`src/rtl/ex_stage_reg_pkg.sv`:
```
// Shared types for the EX pipeline register: occupancy states, default widths
// and the control payload carried from ID to EX.
package ex_stage_reg_pkg;

  localparam int unsigned ALU_OP_W_DEF     = 4;
  localparam int unsigned RD_W_DEF         = 5;
  localparam int unsigned RESET_ALU_OP_DEF = 0;
  localparam int unsigned CNT_W            = 16;

  typedef enum logic [1:0] {
    EMPTY = 2'd0,
    ONE   = 2'd1,
    FULL  = 2'd2
  } state_t;

  typedef struct packed {
    logic [ALU_OP_W_DEF-1:0] alu_op;
    logic                    alu_src;
    logic                    lui_src;
    logic [RD_W_DEF-1:0]     rd;
    logic                    reg_write;
  } ex_ctrl_t;

  localparam ex_ctrl_t EX_CTRL_BUBBLE = '{
    alu_op:    ALU_OP_W_DEF'(RESET_ALU_OP_DEF),
    alu_src:   1'b0,
    lui_src:   1'b0,
    rd:        '0,
    reg_write: 1'b0
  };

endpackage

```
`src/rtl/ex_stage_reg_if.sv`:
```
// ID->EX handshake bundle; slave is the stage register's view, master the
// surrounding pipeline's view.
interface ex_stage_reg_if
  import ex_stage_reg_pkg::*;
#(
  parameter int unsigned ALU_OP_W = ALU_OP_W_DEF,
  parameter int unsigned RD_W     = RD_W_DEF
);

  logic                in_valid;
  logic                in_ready;
  logic [ALU_OP_W-1:0] in_alu_op;
  logic                in_alu_src;
  logic                in_lui_src;
  logic [RD_W-1:0]     in_rd;
  logic                in_reg_write;

  logic                out_valid;
  logic                out_ready;
  logic [ALU_OP_W-1:0] out_alu_op;
  logic                out_alu_src;
  logic                out_lui_src;
  logic [RD_W-1:0]     out_rd;
  logic                out_reg_write;

  modport slave (
    input  in_valid, in_alu_op, in_alu_src, in_lui_src, in_rd, in_reg_write,
    output in_ready,
    output out_valid, out_alu_op, out_alu_src, out_lui_src, out_rd, out_reg_write,
    input  out_ready
  );

  modport master (
    output in_valid, in_alu_op, in_alu_src, in_lui_src, in_rd, in_reg_write,
    input  in_ready,
    input  out_valid, out_alu_op, out_alu_src, out_lui_src, out_rd, out_reg_write,
    output out_ready
  );

endinterface

```
`src/rtl/ex_payload_reg.sv`:
```
// Enable-loaded payload register; reset and clear both return it to the
// bubble encoding so an empty slot always reads as a NOP.
module ex_payload_reg #(
  parameter int unsigned W         = 1,
  parameter logic [W-1:0] RESET_VAL = '0
) (
  input  logic         clk,
  input  logic         rst,
  input  logic         clr,
  input  logic         load,
  input  logic [W-1:0] d,
  output logic [W-1:0] q
);

  always_ff @(posedge clk) begin
    if (rst || clr) begin
      q <= RESET_VAL;
    end else if (load) begin
      q <= d;
    end
  end

endmodule

```
`src/rtl/ex_stage_reg.sv`:
```
// ID/EX pipeline register built as a two-entry skid buffer so in_ready is
// registered and never depends combinationally on out_ready.
module ex_stage_reg
  import ex_stage_reg_pkg::*;
#(
  parameter int unsigned ALU_OP_W     = ALU_OP_W_DEF,
  parameter int unsigned RD_W         = RD_W_DEF,
  parameter int unsigned RESET_ALU_OP = RESET_ALU_OP_DEF
) (
  input  logic              clk,
  input  logic              rst,
  input  logic              flush,
  ex_stage_reg_if.slave     bus,
  output logic [CNT_W-1:0]  bubble_cnt
);

  localparam int unsigned PAY_W = ALU_OP_W + RD_W + 3;
  localparam logic [PAY_W-1:0] PAY_BUBBLE =
    {ALU_OP_W'(RESET_ALU_OP), {(RD_W + 3){1'b0}}};

  state_t state_q, state_d;
  logic   in_ready_q, in_ready_d;
  logic   out_valid_q, out_valid_d;
  logic   in_hs, out_hs;
  logic   main_ld, main_clr, main_sel_skid;
  logic   skid_ld, skid_clr;

  logic [PAY_W-1:0] in_pay, main_d, main_q, skid_q;

  assign in_pay = {bus.in_alu_op, bus.in_alu_src, bus.in_lui_src,
                   bus.in_rd, bus.in_reg_write};
  assign main_d = main_sel_skid ? skid_q : in_pay;

  assign {bus.out_alu_op, bus.out_alu_src, bus.out_lui_src,
          bus.out_rd, bus.out_reg_write} = main_q;
  assign bus.in_ready  = in_ready_q;
  assign bus.out_valid = out_valid_q;

  always_ff @(posedge clk) begin
    if (rst) begin
      state_q     <= EMPTY;
      in_ready_q  <= 1'b1;
      out_valid_q <= 1'b0;
    end else begin
      state_q     <= state_d;
      in_ready_q  <= in_ready_d;
      out_valid_q <= out_valid_d;
    end
  end

  // Occupancy transitions; flush outranks both handshakes.
  always_comb begin
    state_d       = state_q;
    main_ld       = 1'b0;
    main_clr      = 1'b0;
    main_sel_skid = 1'b0;
    skid_ld       = 1'b0;
    skid_clr      = 1'b0;
    in_hs         = bus.in_valid & in_ready_q;
    out_hs        = out_valid_q & bus.out_ready;

    if (flush) begin
      state_d  = EMPTY;
      main_clr = 1'b1;
      skid_clr = 1'b1;
    end else begin
      unique case (state_q)
        EMPTY: begin
          if (in_hs) begin
            main_ld = 1'b1;
            state_d = ONE;
          end
        end
        ONE: begin
          if (in_hs && out_hs) begin
            main_ld = 1'b1;
          end else if (in_hs) begin
            skid_ld = 1'b1;
            state_d = FULL;
          end else if (out_hs) begin
            main_clr = 1'b1;
            state_d  = EMPTY;
          end
        end
        FULL: begin
          if (out_hs) begin
            main_ld       = 1'b1;
            main_sel_skid = 1'b1;
            skid_clr      = 1'b1;
            state_d       = ONE;
          end
        end
        default: begin
          main_clr = 1'b1;
          skid_clr = 1'b1;
          state_d  = EMPTY;
        end
      endcase
    end

    in_ready_d  = (state_d != FULL);
    out_valid_d = (state_d != EMPTY);
  end

  ex_payload_reg #(.W(PAY_W), .RESET_VAL(PAY_BUBBLE)) u_main (
    .clk  (clk),
    .rst  (rst),
    .clr  (main_clr),
    .load (main_ld),
    .d    (main_d),
    .q    (main_q)
  );

  ex_payload_reg #(.W(PAY_W), .RESET_VAL(PAY_BUBBLE)) u_skid (
    .clk  (clk),
    .rst  (rst),
    .clr  (skid_clr),
    .load (skid_ld),
    .d    (in_pay),
    .q    (skid_q)
  );

  // Saturating count of cycles presenting a bubble to EX.
  always_ff @(posedge clk) begin
    if (rst) begin
      bubble_cnt <= '0;
    end else if (!out_valid_q && (bubble_cnt != '1)) begin
      bubble_cnt <= bubble_cnt + CNT_W'(1);
    end
  end

endmodule

```
`src/flat_wrapper.sv`:
```
// flat-port wrapper written by rule: the top's interface ports become plain ports
module ex_stage_reg_flat import ex_stage_reg_pkg::*;
#(
  parameter int unsigned ALU_OP_W     = ALU_OP_W_DEF,
  parameter int unsigned RD_W         = RD_W_DEF,
  parameter int unsigned RESET_ALU_OP = RESET_ALU_OP_DEF
)
  (clk, rst, flush, bubble_cnt, bus_in_valid, bus_in_alu_op, bus_in_alu_src, bus_in_lui_src, bus_in_rd, bus_in_reg_write, bus_in_ready, bus_out_valid, bus_out_alu_op, bus_out_alu_src, bus_out_lui_src, bus_out_rd, bus_out_reg_write, bus_out_ready);
  ex_stage_reg_if #(.ALU_OP_W(ALU_OP_W), .RD_W(RD_W)) bus_i ();
  input  logic clk;
  input  logic rst;
  input  logic flush;
  output logic [CNT_W-1:0] bubble_cnt;
  input wire logic [$bits(bus_i.in_valid)-1:0] bus_in_valid;
  input wire logic [$bits(bus_i.in_alu_op)-1:0] bus_in_alu_op;
  input wire logic [$bits(bus_i.in_alu_src)-1:0] bus_in_alu_src;
  input wire logic [$bits(bus_i.in_lui_src)-1:0] bus_in_lui_src;
  input wire logic [$bits(bus_i.in_rd)-1:0] bus_in_rd;
  input wire logic [$bits(bus_i.in_reg_write)-1:0] bus_in_reg_write;
  output wire logic [$bits(bus_i.in_ready)-1:0] bus_in_ready;
  output wire logic [$bits(bus_i.out_valid)-1:0] bus_out_valid;
  output wire logic [$bits(bus_i.out_alu_op)-1:0] bus_out_alu_op;
  output wire logic [$bits(bus_i.out_alu_src)-1:0] bus_out_alu_src;
  output wire logic [$bits(bus_i.out_lui_src)-1:0] bus_out_lui_src;
  output wire logic [$bits(bus_i.out_rd)-1:0] bus_out_rd;
  output wire logic [$bits(bus_i.out_reg_write)-1:0] bus_out_reg_write;
  input wire logic [$bits(bus_i.out_ready)-1:0] bus_out_ready;
  assign bus_i.in_valid = bus_in_valid;
  assign bus_i.in_alu_op = bus_in_alu_op;
  assign bus_i.in_alu_src = bus_in_alu_src;
  assign bus_i.in_lui_src = bus_in_lui_src;
  assign bus_i.in_rd = bus_in_rd;
  assign bus_i.in_reg_write = bus_in_reg_write;
  assign bus_in_ready = bus_i.in_ready;
  assign bus_out_valid = bus_i.out_valid;
  assign bus_out_alu_op = bus_i.out_alu_op;
  assign bus_out_alu_src = bus_i.out_alu_src;
  assign bus_out_lui_src = bus_i.out_lui_src;
  assign bus_out_rd = bus_i.out_rd;
  assign bus_out_reg_write = bus_i.out_reg_write;
  assign bus_i.out_ready = bus_out_ready;
  ex_stage_reg #(.ALU_OP_W(ALU_OP_W), .RD_W(RD_W), .RESET_ALU_OP(RESET_ALU_OP)) u_core (.clk(clk), .rst(rst), .flush(flush), .bus(bus_i), .bubble_cnt(bubble_cnt));
endmodule
```
`config.mk`:
```
export PLATFORM = sky130hd
export DESIGN_NAME = ex_stage_reg_flat
export DESIGN_NICKNAME = d
export VERILOG_FILES = /design/src/rtl/ex_stage_reg_pkg.sv /design/src/rtl/ex_stage_reg_if.sv /design/src/rtl/ex_payload_reg.sv /design/src/rtl/ex_stage_reg.sv /design/src/flat_wrapper.sv
export SDC_FILE = /design/constraint.sdc
export NUM_CORES = 1
export LEC_CHECK = 0
export CAP_MARGIN = 20
export CORE_UTILIZATION = 35
export CTS_CLUSTER_SIZE = 30
export DETAILED_ROUTE_END_ITERATION = 10
export GPL_ROUTABILITY_DRIVEN = 0
export SLEW_MARGIN = 10
export SYNTH_ARGS = -nofsm -noshare
export SYNTH_HDL_FRONTEND = slang
export SYNTH_HIERARCHICAL = 1
export SYNTH_SLANG_ARGS = --single-unit
```
`constraint.sdc`:
```
create_clock -name clk -period 2 [get_ports clk]
set_clock_uncertainty 0.2 [all_clocks]
set_input_delay 0.4 -clock clk [delete_from_list [all_inputs] [get_ports clk]]
set_output_delay 0.4 -clock clk [all_outputs]
set_load 0.02 [all_outputs]
```
======== Word level (Yosys, flattened, before mapping) ========
Cells that the tools add are included.
word-level totals
  word-level logic and storage cells ...... 46
  input bits .............................. 17
  output and inout port bits .............. 30
  register bits ........................... 44
cells by class
  mux-type cells .......................... 24
  $add $sub $neg .......................... 1
  reductions and logical operators ........ 9
  bitwise operators ....................... 2
  equal/unequal tests ..................... 4
operators by type and width
  operator                                                               number
  16-bit by 1-bit adder with 16-bit output, second input constant        1
  16-bit inequality test, second input constant                          1
  1-bit 2-to-1 mux                                                       13
  12-bit 2-to-1 mux                                                      1
  2-bit 2-to-1 mux                                                       6
  2-bit case mux with 3 select lines                                     1
  1-bit case mux with 2 select lines                                     2
  2-bit OR reduction                                                     2
  1-bit case mux with 3 select lines                                     1
  1-bit bitwise AND                                                      2
  2-bit by 1-bit equality test with 1-bit output, second input constant  1
  2-bit equality test, second input constant                             1
  1-bit logical AND                                                      2
  2-bit logical NOT                                                      1
  1-bit logical OR                                                       2
  2-bit inequality test, second input constant                           1
  2-bit nonzero test                                                     1
  1-bit logical NOT                                                      1

======== Longest topological paths before layout ========
Gate-level depths: netlist of run 1.
  depth in word-level cells ............... 7
  mapped depth ............................ 8
  gate-level depth less buffers ........... 6

======== Modules after synthesis ========
The synthesis of run 1 kept the hierarchy.
by module, submodules not included
  module          area an instance (µm²)  instances  cells each
  ex_stage_reg    1,257.5                 1          144
  ex_payload_reg  427.9                   2          39

======== Worst setup path after synthesis of run 1 ========
Ideal clock, no wire load.
  kind .................................... register to register
  start ................................... reg u_core.out_valid_q, in the netlist u_core/bus.out_valid
  end ..................................... reg u_core.u_main.q[10]
  setup slack ............................. -0.120 ns
  arrival time ............................ 1.802 ns
  setup time .............................. 0.117 ns
  stages on the path, launching flop included .. 9
  path through ............................ dfxtp_1 -> buf_2 -> and2_1 -> nand2_1 -> nor2_1 -> buf_2 -> mux2_2 -> mux2i_1 -> nor2_1
RTL lines
  item                         line                  text
  from (decl)                  ex_stage_reg.sv:23    logic out_valid_q, out_valid_d;
  from (signal assigned)       ex_stage_reg.sv:47    out_valid_q <= out_valid_d;
  1-bit bitwise AND            ex_stage_reg.sv:60    out_hs = out_valid_q & bus.out_ready;
  1-bit 2-to-1 mux             ex_stage_reg.sv:86    if (out_hs) begin
  1-bit 2-to-1 mux             ex_stage_reg.sv:67    unique case (state_q)
  1-bit 2-to-1 mux             ex_stage_reg.sv:62    if (flush) begin
  12-bit 2-to-1 mux            ex_stage_reg.sv:32    assign main_d = main_sel_skid ? skid_q : in_pay;
  named net u_core.main_d[10]  ex_stage_reg.sv:28    logic [PAY_W-1:0] in_pay, main_d, main_q, skid_q;
  to (signal assigned)         ex_payload_reg.sv:17  q <= RESET_VAL;
  to (signal assigned)         ex_payload_reg.sv:19  q <= d;
  to (decl)                    ex_payload_reg.sv:12  output logic [W-1:0] q
The timed path passes the listed nets, and every way through them passes these cells.
A chain may end at the register's enable or synchronous reset.

======== Worst setup path in the final report of run 1 ========
  start ................................... in bus_out_ready
  end ..................................... reg u_core.u_main.q[9]
RTL lines
  item                        line                text
  from (decl)                 flat_wrapper.sv:27  input wire logic [$bits(bus_i.out_ready)-1:0] bus_out_ready;
  1-bit bitwise AND           ex_stage_reg.sv:60
  1-bit 2-to-1 mux            ex_stage_reg.sv:86
  1-bit 2-to-1 mux            ex_stage_reg.sv:67
  1-bit 2-to-1 mux            ex_stage_reg.sv:62
  12-bit 2-to-1 mux           ex_stage_reg.sv:32
  named net u_core.main_d[9]  ex_stage_reg.sv:28
The timed path passes the listed nets, and every way through them passes these cells.

==> metrics.md, run 1 <==
| Metric | Value |
|---|---|
| Via count | `1820` |
| Crit end category | `register` |
| Leading area contributor after synthesis | `dfxtp_1` |
| Slew HR | `0.6829` |
| Post-Layout Inst Area | `2980 um^2` |
| Lkg Pwr | `1.190 nW` |
| Met3 Resource Use GR | `0.03543` |
| Overall die height | `79.71 um` |
| Share of cells above drive strength 1 | `0.2143` |
| Flops & latches, synth | `44` |
| Status | `finished clean` |
| Final Setup Violations | `0` |
| Worst setup path end | `u_core/u_main/q[9]` |
| Tightest Pin Transition | `0.4757 ns` |
| PortBufs | `46` |
| Mapped Avg Cell Area | `9.519 um^2` |
| Initial DRC Count | `90` |
| Final hold vios | `0` |
| CTS clk-pin slew, worst paths | `0.08 ns` |
| CP peak stage delay | `0.48 ns` |
| Crit path launch | `bus_out_ready` |
| Buf/Inv on CP | `2` |
| Area growth, synth to finish | `41.03%` |
| DIE WIDTH | `79.71 um` |
| Synth Cell Area | `2113 um^2` |
| Crit path time final | `1.933 ns` |
| Initial antenna violation count | `0` |
| Placed Instance Area | `2844 um^2` |
| Worst-path cell chain | `clkdlybuf4s50_1, and2_1, nand2_1, nor2_2, buf_4, mux2_2, mux2i_1, nor2_1` |
| Crit-path slowest cell | `clkdlybuf4s50_1` |
| Hpwl dp | `3.479 mm` |
| Synth cell types | `39` |
| Post-layout util | `0.5251` |
| Total number of H-tree levels | `2` |
| Final wirelength | `4.936 mm` |
| Num rows | `27` |
| Number of buffers created by CTS | `5` |
| Global-route wire length before repair | `8.052 mm` |
| Final period util | `0.9665` |
| Syn_nets | `240` |
| Reg2reg end | `u_core/bubble_cnt[5]` |
| Hold_sp | `u_core/u_main/q[0]` |
| Worst Path Class, Setup | `input port to register` |
| CTS tree | `yes` |
| CTS hold repair buffers | `0` |
| Met2 usage | `0.2453` |
| Final TNS setup | `0 ns` |
| Most common cell in the netlist | `dfxtp_1` |
| Max_cap viols | `0` |
| Initial Util | `0.3724` |
| Syn Inst Count | `222` |
| Diode count | `0` |
| Core area | `5675 um^2` |
| Postcts setup bufs | `0` |
| Post-synth top flop | `dfxtp_1` |
| CP Data Arrival Time | `1.93 ns` |
| Num ports | `47` |
| Non-Filler Instances | `366` |
| Main area contributors after synthesis | `dfxtp_1 42%, mux2i_1 14%, mux2_2 7.5%` |
| Wire per inst | `13.49 um` |
| Drt first pass iters | `4` |
| Flop2flop setup slack | `0.13 ns` |
| Vias per Instance | `4.973` |
| Seq/Total Area, Yosys | `0.4168` |
| Largest net degree at the start of global routing | `24` |
| Critical path depth | `8` |
| Nets@finish | `311` |
| Worst hold path type | `register to register` |
| Drt drc | `0` |
| CTS Sinks | `44` |
| Max-slew violation total from the final report | `0` |
| Vias in the first global route | `1691` |
| Top cells by count, synth | `44 x dfxtp_1, 38 x nor2_1, 29 x mux2i_1, 14 x mux2_2, 10 x a21oi_1` |
| Total grt overflow | `0` |
| Worst R2R Path Depth | `3` |
| CP top delay family | `buffers and inverters` |
| Post-synth top area share | `0.4168` |
| Startpoint Class | `input port` |
| Fmax | `0.5173 GHz` |
| Worst Path Max Fanout | `7` |
| Critical Path RT | `2.00 ns` |
| Placed Instances | `358` |
| PD cells | `609.1 nW/um^2` |
| Root Driver | `clkbuf_8` |
| M1 GR Usage | `0.2324` |
| Clk_lat worst skew | `0.30 ns` |
| Die Area | `6353 um^2` |
| Total track usage | `0.1665` |
| GRT busiest layer | `met2` |
| Async SR Flop Fraction | `0` |
| CTS max path bufs | `2` |
| Ys Warns | `6` |
| Peak VDD IR | `0.2457 mV` |
| Number of synthesized flops with an enable pin | `0` |
| R2R Path Start | `u_core/bubble_cnt[2]` |
| Final ANT Viol Nets | `0` |
## worst reg2reg max path, cell delays in order (launching register included)
cell and delay (ns):
dfxtp_1 0.47, nand4_1 0.31, nor4b_1 0.41, mux2_2 0.37
## placed cells by master, fill, tap and decap left out, types with 2 or more instances in the layout
cell	Yosys	final
inv_1	3	3
dlygate4sd2_1	0	8
clkdlybuf4s50_1	0	32
nor3_1	6	6
buf_4	0	25
clkbuf_8	0	5
nand2_1	8	8
nand4_1	3	3
buf_12	0	2
nand3_1	3	3
or2_1	2	2
dfxtp_1	44	43
or4_1	3	3
o21bai_1	2	2
o31ai_1	2	2
nor2b_1	5	5
buf_6	3	2
dlymetal6s2s_1	0	6
or3_1	2	2
nor2_1	38	37
nor4_1	7	5
a211oi_1	3	3
nand2b_1	4	4
mux2_2	14	14
mux2i_1	29	29
a21oi_1	10	10
nor4_2	1	3
o21ai_0	7	7
## cell families (layout without fill, tap and decap cells)
| family | Yosys count | in the layout | share of synthesized area |
|---|---|---|---|
| flip-flops | 44 | 44 | 0.4168 |
| AO/OA/AOI/OAI | 28 | 28 | 0.08229 |
| multiplexers | 44 | 44 | 0.2191 |
| AND/OR/NAND/NOR | 91 | 91 | 0.2374 |
| adder cells (fa/ha/maj) | 1 | 1 | 0.005920 |
| buffers and inverters | 14 | 86 | 0.03848 |
## routing by layer
layer | part of all wire | routed length (um)
met1 | 0.50 | 2492
met2 | 0.45 | 2221
met3 | 0.030 | 148
met4 | 0.015 | 74
met5 | 0 | 0
## where the power goes
part / total [W] / internal [W] / switching, W
Sequential: 0.000903 / 0.000891 / 0.0000125
Clock: 0.000701 / 0.000376 / 0.000324
Combinational: 0.000211 / 0.000114 / 0.0000976
Total: 0.00182 / 0.00138 / 0.000434
## flip-flops by register name, indices dropped and copies added, names as in the netlist
name,count
u_core/bus.out_valid,1
u_core/bubble_cnt,16
u_core/bus.in_ready,1
u_core/u_skid/q,12
u_core/u_main/q,12
u_core/state_q,2
## how the worst min path moves through the flow
stage / cells past startpoint / slack [ns] / to
global route: 2 / 0.33 / u_core/u_skid/q[11]
finish: 2 / 0.30 / u_core/u_main/q[0]
CTS: 2 / 0.30 / u_core/u_skid/q[11]
global placement: 2 / 0.27 / u_core/u_skid/q[11]
detailed placement: 2 / 0.28 / u_core/u_skid/q[10]
floorplan: 2 / 0.25 / u_core/u_skid/q[0]
## area by class of cell
cell class              count  area, um^2
clock inverters             3       46.29
clock buffers               5       68.82
well taps                  72       90.09
fillers                   538        2695
repair buffers             75       715.7
inverters                   3       11.26
flip-flops and latches     44       882.1
multi-input cells         164        1166
## per-stage QoR
stage / setup WS (ns) / hold slack (ns) / total power (W)
after global routing: -0.0003992 / 0.3264 / 0.001904
final: 0.06702 / 0.2970 / 0.001815
after CTS: 0.005705 / 0.3034 / 0.001842
after detailed placement: -0.2762 / 0.2801 / 0.001135
after floorplan: 0.005288 / 0.2544 / 0.001029
after global placement: -0.2346 / 0.2675 / 0.001134
## repair_timing
item / in CTS / in global routing
resized for setup: 8 / 10
cloned: 0 / 0
setup endpoints to repair: 8 / 13
No activity file was read; power rests on OpenSTA's default activity.
==> run 2, diff against run 1 <==
DONT_BUFFER_PORTS = 1   (was default)
==> run 2 against run 1 <==
Fmax is 1.3% lower. Global-route usage is 0.66 points lower. Wire length down 5.1%. Core utilization is 8.6 points lower. Sequential share of layout area rose by 5.8 points. Clock-buffer cell count is 1 higher. Worst setup slack got worse by 0.026 ns. Clock power is 18% lower. Cell count is 11% lower. Critical endpoint is now u_core/bubble_cnt[5].
==> metrics.md, run 2 (synthesis results as in run 1) <==
| Metric | Value |
|---|---|
| Max-slew violation total from the final report | `0 (unchanged)` |
| Status | `finished clean` |
| Initial antenna violation count | `0 (unchanged)` |
| Worst Path Class, Setup | `register to register` |
| Final hold vios | `0 (unchanged)` |
| Drt first pass iters | `4 (unchanged)` |
| Total number of H-tree levels | `2 (unchanged)` |
| Final wirelength | `4.682 mm (-5.1%)` |
| Share of cells above drive strength 1 | `0.2579 (+0.04365)` |
| Min setup slack post-route | `0.04150 ns (-0.02553 ns)` |
| Top reg by flops | `u_core/bubble_cnt` |
| Final ANT Viol Nets | `0 (unchanged)` |
| Diode count | `0 (unchanged)` |
| Final TNS setup | `0 ns (unchanged)` |
| RSZ-0062 raised after global routing | `yes` |
| Num ports | `47 (unchanged)` |
| Worst hold path type | `input port to register` |
| Area growth, synth to finish | `18.00%` |
| Overall die height | `79.71 um (unchanged)` |
| Vias per Instance | `5.154 (+3.7%)` |
| Flop2flop setup slack | `0.04 ns (-0.09 ns)` |
| Gate power share | `0.084 (-0.032)` |
| Tightest Pin Transition | `0.6846 ns (+0.2089 ns)` |
| Final period util | `0.9793 (+0.01276)` |
| Root Driver | `clkbuf_8` |
| CTS clk-pin slew, worst paths | `0.08 ns (about the same)` |
| Final Setup Violations | `0 (unchanged)` |
| Largest register FFs | `16 (unchanged)` |
| Global-route wire length before repair | `7.866 mm (-2.3%)` |
| Startpoint Class | `register` |
| CTS tree | `yes` |
| Max_cap viols | `0 (unchanged)` |
| Slew HR | `0.5421 (-0.1408)` |
| Clk_lat worst skew | `0.29 ns (about the same)` |
| Fillers | `562 (+4.5%)` |
| Overall power | `0.001622 W (-11%)` |
| Post-layout util | `0.4394 (-0.08576)` |
| Total track usage | `0.1599 (-0.006623)` |
| FF+latch area | `882.1 um^2 (unchanged)` |
| DIE WIDTH | `79.71 um (unchanged)` |
| PD cells | `650.3 nW/um^2 (+6.8%)` |
| Crit path time final | `1.959 ns (+0.02553 ns)` |
| Worst Hold Depth | `1 (-1)` |
| Peak VDD IR | `0.3093 mV (+26%)` |
| Number of buffers created by CTS | `5 (unchanged)` |
| Initial Util | `0.3724 (unchanged)` |
| Nets@finish | `269 (-14%)` |
| Commonest cells after routing, fill and taps aside | `43 x dfxtp_1, 38 x nor2_1, 31 x buf_4` |
| Multi-input gate area | `1165 um^2 (-0.11%)` |
| Psw | `0.0003926 W (-9.6%)` |
| Die Area | `6353 um^2 (unchanged)` |
| Sw Share | `0.2421 (+0.002899)` |
| Most common cell after layout, fill and taps aside | `dfxtp_1` |
| Pint | `0.001229 W (-11%)` |
| Via count | `1670 (-8.2%)` |
| Wire per inst | `14.45 um (+7.2%)` |
| Lkg Pwr | `0.8928 nW (-25%)` |
| Largest regs | `u_core/bubble_cnt x16, u_core/u_main/q x12, u_core/u_skid/q x12` |
| Critical Path RT | `1.99 ns (about the same)` |
| CP Data Arrival Time | `1.95 ns (+0.02 ns)` |
| Pre-CTS WS | `0.09815 ns (+0.3743 ns)` |
| PortBufs | `0 (-100%)` |
| Initial DRC Count | `121 (+34%)` |
| CTS Sinks | `44 (unchanged)` |
| Drt drc | `0 (unchanged)` |
| Clock power share | `0.355 (-0.031)` |
| Worst Path Max Fanout | `6 (-1)` |
| Crit end category | `register` |
| Fmax | `0.5106 GHz (-1.3%)` |
| Worst R2R Path Depth | `6 (+3)` |
| Vias in the first global route | `1592 (-5.9%)` |
| CTS max path bufs | `2 (unchanged)` |
| Flop pwr share | `0.561 (+0.063)` |
| Total grt overflow | `0 (unchanged)` |
| Largest net degree at the start of global routing | `16 (-33%)` |
| Num rows | `27 (unchanged)` |
| Worst Hold Margin | `0.01588 ns (-0.2811 ns)` |
| Core area | `5675 um^2 (unchanged)` |
| Hpwl dp | `3.237 mm (-7.0%)` |
run 2: cell types whose count changed in the layout (fill, tap and decap cells not counted), sizes merged, moves of 2 or more:
| cell | before | now |
|---|---|---|
| buf | 29 | 31 |
| clkdlybuf4s50 | 32 | 0 |
| clkinv | 0 | 2 |
| dlygate4sd2 | 8 | 0 |
| dlygate4sd3 | 0 | 2 |
| dlymetal6s2s | 6 | 0 |
run 2: cell type report:
cell class | count | share of cell area
inverters | 3 | 0.004516
multi-input cells | 164 | 0.4671
clock inverters | 2 | 0.004014
flip-flops and latches | 44 | 0.3537
repair buffers | 33 | 0.1014
clock buffers | 6 | 0.03312
well taps | 72 | 0.03613
run 2: worst paths after layout:
path / start / to
setup / recovery: u_core/bubble_cnt[1] / u_core/bubble_cnt[5]
hold / removal: flush / u_core/bus.in_ready
setup reg to reg: u_core/bubble_cnt[1] / u_core/bubble_cnt[5]
hold reg to reg: u_core/u_skid/q[0] / u_core/u_skid/q[0]
run 2: timing repair:
item,CTS,global route
resized for setup,0,2
hold endpoints to repair,15,0
setup buffers,0,2
setup endpoints to repair,0,8
hold buffers,2,0
run 2: through the flow:
step	cell area (um^2)	cells
after floorplan	2120	222
after global placement	2359	312
after detailed placement	2359	312
after CTS	2471	322
after global routing	2494	324
final	2494	324
run 2: routing by layer:
layer / vias to the layer above / track usage / part of all wire / wire length (um)
li1: 855 / - / - / -
met1: 765 / 0.2166 / 0.48 / 2225
met2: 43 / 0.2376 / 0.44 / 2068
met3: 7 / 0.03886 / 0.066 / 310
met4: 0 / 0.07273 / 0.016 / 77
met5: - / 0 / 0 / 0
run 2: critical path, cell delays in order (launching register included):
cell	delay (ns)
dfxtp_1	0.34
ha_1	0.21
nand4_1	0.16
nor4_4	0.07
buf_4	0.16
nor4b_1	0.34
mux2_2	0.37
run 2: power by group through the flow:
stage	Sequential (W)	Combinational, W	Clock (W)
final	0.000909	0.000137	0.000576
after global routing	0.000912	0.000151	0.000623
after CTS	0.000910	0.000136	0.000597
after detailed placement	0.000930	0.000126	0
after global placement	0.000930	0.000125	0
after floorplan	0.000939	0.0000902	0
